--- src/rtl/fetch_unit.sv ---
// Instruction fetch stage: owns the PC, issues sequential imem requests,
// buffers in-order responses and hands them to decode on a valid/ready port.
//
// Ports:
//   clk, rst_n                        clock, async active-low reset
//   redirect_valid, redirect_pc       flush buffer and retarget the PC
//   imem_req_valid/ready/addr         request channel to instruction memory
//   imem_resp_valid/data/err          in-order response channel
//   out_valid/ready/instr/pc/fault    instruction handoff to decode
module fetch_unit #(
    parameter int          XLEN      = 64,
    parameter int          ILEN      = 32,
    parameter logic [63:0] RESET_PC  = 64'h0000_0000_8000_0000,
    parameter int          BUF_DEPTH = 4
) (
    input  logic            clk,
    input  logic            rst_n,
    input  logic            redirect_valid,
    input  logic [XLEN-1:0] redirect_pc,
    output logic            imem_req_valid,
    input  logic            imem_req_ready,
    output logic [XLEN-1:0] imem_req_addr,
    input  logic            imem_resp_valid,
    input  logic [ILEN-1:0] imem_resp_data,
    input  logic            imem_resp_err,
    output logic            out_valid,
    input  logic            out_ready,
    output logic [ILEN-1:0] out_instr,
    output logic [XLEN-1:0] out_pc,
    output logic            out_fault
);

    localparam int PW = $clog2(BUF_DEPTH);
    localparam logic [XLEN-1:0] PC_RST  = RESET_PC[XLEN-1:0];
    localparam logic [XLEN-1:0] PC_STEP = XLEN'(4);
    localparam logic [XLEN-1:0] ALIGN   = ~(XLEN'(3));
    localparam logic [PW+1:0]   DEPTH   = (PW+2)'(BUF_DEPTH);

    typedef logic [PW:0] ptr_t;

    logic [XLEN-1:0]      pc;
    logic [XLEN-1:0]      ent_pc    [BUF_DEPTH];
    logic [ILEN-1:0]      ent_instr [BUF_DEPTH];
    logic [BUF_DEPTH-1:0] ent_fault;
    logic [BUF_DEPTH-1:0] ent_filled;

    ptr_t alloc_ptr;
    ptr_t fill_ptr;
    ptr_t head_ptr;
    ptr_t drop_cnt;

    ptr_t          allocated;
    ptr_t          unfilled;
    logic [PW+1:0] credit;
    logic [PW-1:0] alloc_idx;
    logic [PW-1:0] fill_idx;
    logic [PW-1:0] head_idx;
    logic          req_fire;
    logic          pop;

    assign allocated = alloc_ptr - head_ptr;
    assign unfilled  = alloc_ptr - fill_ptr;
    // Squashed responses still in flight hold credit until they return.
    assign credit    = {1'b0, allocated} + {1'b0, drop_cnt};

    assign alloc_idx = alloc_ptr[PW-1:0];
    assign fill_idx  = fill_ptr[PW-1:0];
    assign head_idx  = head_ptr[PW-1:0];

    assign imem_req_valid = rst_n && !redirect_valid && (credit < DEPTH);
    assign imem_req_addr  = pc;
    assign req_fire       = imem_req_valid && imem_req_ready;

    assign out_valid = ent_filled[head_idx] && !redirect_valid;
    assign out_pc    = ent_pc[head_idx];
    assign out_instr = ent_instr[head_idx];
    assign out_fault = ent_fault[head_idx];
    assign pop       = out_valid && out_ready;

    always_ff @(posedge clk or negedge rst_n) begin
        if (!rst_n) begin
            pc         <= PC_RST;
            alloc_ptr  <= '0;
            fill_ptr   <= '0;
            head_ptr   <= '0;
            drop_cnt   <= '0;
            ent_fault  <= '0;
            ent_filled <= '0;
            for (int i = 0; i < BUF_DEPTH; i++) begin
                ent_pc[i]    <= '0;
                ent_instr[i] <= '0;
            end
        end else if (redirect_valid) begin
            pc         <= redirect_pc & ALIGN;
            alloc_ptr  <= '0;
            fill_ptr   <= '0;
            head_ptr   <= '0;
            ent_filled <= '0;
            // Every unfilled entry becomes a response to squash; any
            // response arriving now is consumed against the total.
            drop_cnt   <= drop_cnt + unfilled - ptr_t'(imem_resp_valid);
        end else begin
            if (req_fire) begin
                ent_pc[alloc_idx]     <= pc;
                ent_filled[alloc_idx] <= 1'b0;
                alloc_ptr             <= alloc_ptr + ptr_t'(1);
                pc                    <= pc + PC_STEP;
            end
            if (imem_resp_valid) begin
                if (drop_cnt != '0) begin
                    drop_cnt <= drop_cnt - ptr_t'(1);
                end else begin
                    ent_instr[fill_idx]  <= imem_resp_err ? '0
                                                          : imem_resp_data;
                    ent_fault[fill_idx]  <= imem_resp_err;
                    ent_filled[fill_idx] <= 1'b1;
                    fill_ptr             <= fill_ptr + ptr_t'(1);
                end
            end
            if (pop) begin
                ent_filled[head_idx] <= 1'b0;
                head_ptr             <= head_ptr + ptr_t'(1);
            end
        end
    end

endmodule
--- config.mk ---
export PLATFORM = sky130hd
export DESIGN_NAME = fetch_unit
export DESIGN_NICKNAME = d
export VERILOG_FILES = /design/src/rtl/fetch_unit.sv
export SDC_FILE = /design/constraint.sdc
export NUM_CORES = 1
export LEC_CHECK = 0
export CAP_MARGIN = 20
export CELL_PAD_IN_SITES_DETAIL_PLACEMENT = 1
export CELL_PAD_IN_SITES_GLOBAL_PLACEMENT = 1
export CORE_ASPECT_RATIO = 1.1
export CORE_MARGIN = 2
export CORE_UTILIZATION = 31
export DETAILED_ROUTE_END_ITERATION = 10
export PLACE_DENSITY_LB_ADDON = 0.1
export SLEW_MARGIN = 0
export SYNTH_ARGS = -nofsm -noshare
export SYNTH_HDL_FRONTEND = slang
export SYNTH_SLANG_ARGS = --single-unit
--- constraint.sdc ---
create_clock -name clk -period 4.2 [get_ports clk]
set_input_delay 0.84 -clock clk [delete_from_list [all_inputs] [get_ports clk]]
set_output_delay 0.84 -clock clk [all_outputs]
set_load 0.01 [all_outputs]
==> metrics.md <==
| Metric | Value |
|---|---|
| RePlAce Congestion | `0.740` |
| Sequential fraction of the synthesis area | `54.3%` |
| Longest Clk Path Bufs | `3` |
| Critical Path Source Type | `register` |
| Main combinational cell family by area after synthesis | `multiplexers` |
| Slew Viols, Final | `0` |
| Synth top area cells | `dfrtp_1 54%, mux2_2 11%, mux4_2 10%` |
| GR Util All Layers | `18.9%` |
| Initial DRC count | `666` |
| CTS Buf Count | `54` |
| Synthesized cell area | `21100 sq um` |
| Critical Path Start | `alloc_ptr[0]$_DFFE_PN0N_` |
| Post-synthesis compound-gate area fraction | `8.38%` |
| Cell variety after synth | `67` |
| Top Ports | `266` |
| Layout cell share with drive strength beyond 1 | `22.9%` |
| Drt via density | `5.12` |
| Design Area, Final | `26500 sq um` |
| RSZ-0062 raised after global routing | `no` |
| Cells on worst reg2reg path | `13` |
| PD cells | `540 nW/um^2` |
| Critical Path Fanout Max | `5` |
| Status | `finished clean` |
| Post-synth top area share | `54.2%` |
| Net Sw Frac | `28.4%` |
| Ys Warns | `0` |
| Layout Cells excl Fill | `2873` |
| Final HPWL DP | `42.7 mm` |
| DRT Wirelength | `65.9 mm` |
| Min-Delay Path Class | `in -> async` |
| Final worst path period share | `94.8%` |
| Critical R2R Launch | `alloc_ptr[0]$_DFFE_PN0N_` |
| Combinational share of power | `25.2%` |
| Tmin final | `3.98 ns` |
| FF-to-FF End | `imem_req_addr[54]$_DFFE_PN0N_` |
| Area growth, synth to finish | `25.8%` |
| MaxCap Viol Count | `0` |
| Grt ovf | `0` |
| Switch Pwr | `4.07 mW` |
| Final #Nets | `2090` |
| TritonRoute pass-1 iters | `4` |
| Sinks on Clock Net | `458` |
| Clk_skew | `0.0115 ns` |
| Post-synth EDFFs | `0` |
| Mapped Cells | `1751` |
| Synth Area in Simple Gates | `10.1%` |
| # fillers | `7133` |
| Final worst slack | `0.218 ns` |
| WHS | `0.0912 ns` |
| Max Fclk | `251 MHz` |
| Required @ worst endpoint | `3.36 ns` |
| Initial Utilization | `31.2%` |
| DR vias | `14713` |
| Vias in the first global route | `16027` |
| Synth top cells by count | `457 x dfrtp_1, 272 x nand2_1, 217 x o21ai_0` |
| Clock power share | `34.1%` |
| Internal | `10.3 mW` |
| Die area | `70200 sq um` |
| Post-Synth Adder-Cell Area | `1.60%` |
| Max-slew headroom | `33.5%` |
| Total chip power | `14.3 mW` |
| Syn avg cell area | `12.0 sq um` |
| Fin. Hold Viols | `0` |
| Worst-Skew Late Latency | `0.59 ns` |
| Root Buffer | `clkbuf_16` |
| Top-count cell post-synth | `dfrtp_1` |
| Placed Area | `24700 sq um` |
| Worst-margin pin slew | `0.996 ns` |
| Setup tns final | `0 ns` |
| Routed Antenna Nets | `0` |
| CTS tree | `yes` |
| Final setup viols | `0` |
| Placed insts | `2773` |
| PortBufs | `259` |
| Main synth FF type | `dfrtp_1` |
| Worst vdd rail ir drop | `286 uV` |
| Pin count of the biggest net entering global routing | `154` |
| First-pass GRT wire length | `101 mm` |
| XOR/XNOR Fraction of Synth Area | `0.955%` |
| Worst Setup End Kind | `output pin` |
| Post-synthesis register bit count | `458` |
| Leakage | `11.4 nW` |
| Horiz. Die Dim | `253 um` |
| Initial antenna violation count | `1` |
| DRC | `0` |
| Die H | `278 um` |
| Row count | `100` |
| Top cell type by total area after synthesis | `dfrtp_1` |
| Mux contribution to synthesized area | `21.2%` |
| Flop pwr share | `40.8%` |
| Critical path class | `reg -> out` |
| R2R Setup Slk | `0.35 ns` |
| Htree depth | `2` |
| Place WS | `0.183 ns` |
| Crit path DAT | `3.14 ns` |
| Clock slew at reported path FFs | `0.06 ns` |
| WL/cell | `23.0 um` |
| Ys async rst share | `100%` |
| Core area | `67600 sq um` |
| Utilization after layout | `39.3%` |
## layout make-up
| class | instances | area (sq um) | share of cell area [%] |
|---|---|---|---|
| Antenna cell | 2 | 5.00 | 0.0189 |
| Inverter | 31 | 116 | 0.438 |
| Tap cell | 867 | 1080 | 4.09 |
| Timing Repair Buffer | 299 | 3010 | 11.4 |
| Clock inverter | 20 | 238 | 0.896 |
| Multi-Input combinational cell | 1119 | 9000 | 33.9 |
| Sequential cell | 458 | 11500 | 43.2 |
| Clock buffer | 77 | 1610 | 6.06 |
## metal layers
| metal | vias up | track usage [%] | routed length, um |
|---|---|---|---|
| li1 | 6692 | - | - |
| met1 | 7681 | 25.4 | 29500 |
| met2 | 252 | 31.6 | 32200 |
| met3 | 88 | 3.40 | 2700 |
| met4 | 0 | 4.64 | 1460 |
| met5 | - | 0 | 0 |
## what timing repair did
action                     4_1_cts  5_1_grt
hold buffers                     0        0
setup endpoints to repair        1        0
gates resized for setup          6        0
setup buffers                    1        0
## cells by family (layout without fill, tap and decap cells)
| logic type | count (synthesis) | after routing |
|---|---|---|
| and+or+nand+nor | 461 | 461 |
| DFF | 458 | 458 |
| AOI/OAI and AO/OA | 305 | 305 |
| muxes | 302 | 302 |
| buffers and inverters | 177 | 427 |
| adders and majority gates | 24 | 24 |
| xor gates and xnor gates | 23 | 23 |
| other | 1 | 6 |
## cell usage in the layout, fill, tap and decap left out, types with 12 or more instances in the layout
cell type          n
o21ai_0          217
nand3_1           40
clkbuf_8          15
o211ai_1          17
clkbuf_16         55
nor2_1            30
buf_4             31
o311ai_0          12
nand2_1          268
nand2b_1          32
mux2_2           202
ha_1              19
mux4_2            96
dfrtp_1          454
clkdlybuf4s50_1  255
nand4_1           19
xor2_1            12
inv_1             29
a21oi_1           13
## critical path, cell delays in order, from the launching register on
cell	delay, ns
dfrtp_2	0.45
inv_2	0.11
ha_1	0.15
inv_1	0.05
fa_1	0.38
xor2_1	0.16
xnor2_1	0.13
ha_1	0.31
nor4b_4	0.31
and3_4	0.24
dlygate4sd2_1	0.27
## registers in the layout (all words and copies together), names as in the netlist
register       count
alloc_ptr          3
drop_cnt           3
ent_fault          4
ent_filled         4
ent_instr        128
ent_pc           248
fill_ptr           3
head_ptr           3
imem_req_addr     62
## how the worst max path moves through the flow
| stage | end | slack, ns | cells past startpoint |
|---|---|---|---|
| 2_1_floorplan | imem_req_addr[56]$_DFFE_PN0N_ | 0.02 | 15 |
| 6_report | imem_req_valid | 0.22 | 10 |
| 5_1_grt | imem_req_valid | 0.05 | 10 |
| 3_5_place_dp | imem_req_addr[54]$_DFFE_PN0N_ | 0.18 | 12 |
| 3_3_place_gp | imem_req_addr[54]$_DFFE_PN0N_ | 0.21 | 12 |
| 4_1_cts | imem_req_valid | 0.17 | 10 |
## power groups by stage
stage               Combinational (mW)  Clock (mW)  Sequential [mW]
floorplan                         1.94           0             5.69
global placement                  3.59           0             5.86
detailed placement                3.66           0             5.93
CTS                               3.69        5.05             5.86
global route                      3.93        5.22             5.97
finish                            3.61        4.88             5.84
Power figures use the tool's default switching activity.
==> patch (config.mk and constraints unchanged) <==
The parameter `ILEN` goes from 32 to 48.
--- a/src/rtl/fetch_unit.sv
+++ b/src/rtl/fetch_unit.sv
@@ -9,7 +9,7 @@
 //   out_valid/ready/instr/pc/fault    instruction handoff to decode
 module fetch_unit #(
     parameter int          XLEN      = 64,
-    parameter int          ILEN      = 32,
+    parameter int          ILEN      = 48,
     parameter logic [63:0] RESET_PC  = 64'h0000_0000_8000_0000,
     parameter int          BUF_DEPTH = 4
 ) (
Ports: changed (resized imem_resp_data and out_instr); port bits go from 266 to 298. The function was not compared with the original's and may differ.
==> patch against the original RTL <==
  * Synthesized area rose by 15%
  * Design area up 14%
  * Clock skew rose by 12 ps
  * Utilization shrank 0.12 points
  * Clock power is 13% higher
  * Power rose by 17%
  * Sequential cell count is 64 higher
  * Hold slack gained 380 ps
  * First-iteration DRC count up 20%
  * Combinational power up 24%
  * Global-route usage grew 0.19 points
  * Wire length grew 16%
  * Non-clock buffer count up 31
  * Setup slack gained 32 ps
==> patch: results <==
export IMPL_status="completed"
export IMPL_wl_met3_mm=3.816
export IMPL_drt_wl_total_mm=76.69
export IMPL_dp_hpwl_mm=49.17
export IMPL_worst_path_max_fanout=6
export IMPL_p_sw_mw=4.837
export IMPL_clk_latency_ps=630
export IMPL_grtUsageTotal=0.1910
export IMPL_p_comb_frac=0.267
export IMPL_drt_iter0_markers=802
export IMPL_drt_met1_wl_mm=33.26
export IMPL_fmax_ghz=0.2532
export IMPL_antenna_found_initial=6
export IMPL_largest_reg_flops=248
export IMPL_r2r_end="imem_req_addr[61]$_DFFE_PN0N_"
export IMPL_use_met2=0.3255
export IMPL_routed_top_layer="met5"
export IMPL_first_global_vias=18810
export IMPL_synth_cell_types=64
export IMPL_hold_path_class="reg2reg"
export IMPL_vias=17028
export IMPL_ys_seq_area_frac=0.5393
export IMPL_synth_area_mux_share=0.2033
export IMPL_power_mw=16.76
export IMPL_placed_area_sq_um=28190
export IMPL_vias_per_cell=5.103
export IMPL_grt_util_met1=0.2470
export IMPL_dp_slack_ps=372.5
export IMPL_grt_max_degree=134
export IMPL_port_buffers=291
export IMPL_synth_area_leaders="dfrtp_1 (54%), mux4_2 (10%), mux2_2 (9.7%)"
export IMPL_slew_headroom=0.2840
export IMPL_whs_ps=473.9
export IMPL_final_nets=2396
export IMPL_holdPathEnd="ent_pc[25]$_DFFE_PN0P_"
export IMPL_ir_drop_v=0.0003394
export IMPL_r2r_setup_slack_ps=480
export IMPL_gp_congestion=0.7373
export IMPL_synth_compound_area_frac=0.08486
export IMPL_leakage_nw=12.97
export IMPL_placed_cells=3224
export IMPL_synth_xor_area_share=0.007231
export IMPL_drive_gt1_frac=0.2113
export IMPL_use_met3=0.04044
export IMPL_grt_pass1_wl_mm=119.1
export IMPL_wl_met2_mm=37.99
export IMPL_synthTopCellsByCount="dfrtp_1 (521), nand2_1 (325), o21ai_0 (258), mux2_2 (209), clkbuf_1 (117)"
export IMPL_dr_pass1_iters=5
export IMPL_synthAdderAreaFrac=0.01394
export IMPL_avgSynthCellArea_sq_um=11.90
export IMPL_cts_buffers=60
export IMPL_arrival_ps=3110
export IMPL_rr_worst_depth=12
export IMPL_power_clock_mw=5.50
export IMPL_setup_violations=0
[patch: cell count changes after synthesis, sizes merged, moves of 7 or more]
cell    delta
dfrtp     +64
mux4      +16
nand4     +12
nor2       -9
clkbuf    +20
nand3      +8
nor4       +7
a22oi      +9
nand2b    +16
o21ai     +44
buf       +11
or4       +13
nand2     +53
mux2       +7
[patch: area by class of cell]
cell class,instances,area [sq um]
fill,8242,47070
sequential,522,13070
multi-input combinational,1312,10430
timing repair buffer,330,3326
clock buffer,91,1821
tap,1035,1295
clock inverter,18,260.3
inverter,27,101.3
antenna,2,5.005
[patch: worst max-delay path: stages (launching register included)]
cell             delay (ps)
dfrtp_1                 460
inv_1                   140
ha_1                    150
inv_1                    50
fa_1                    370
xnor2_1                 170
ha_1                    250
nor4b_2                 300
and3_1                  210
clkdlybuf4s15_1         380
[patch: timing repair]
item                                    4_1_cts  5_1_grt
hold buffers                                  1        0
buffers inserted                              0        0
resized for setup                             1        1
hold endpoints to repair                      1        0
endpoints found under the setup margin        1        1
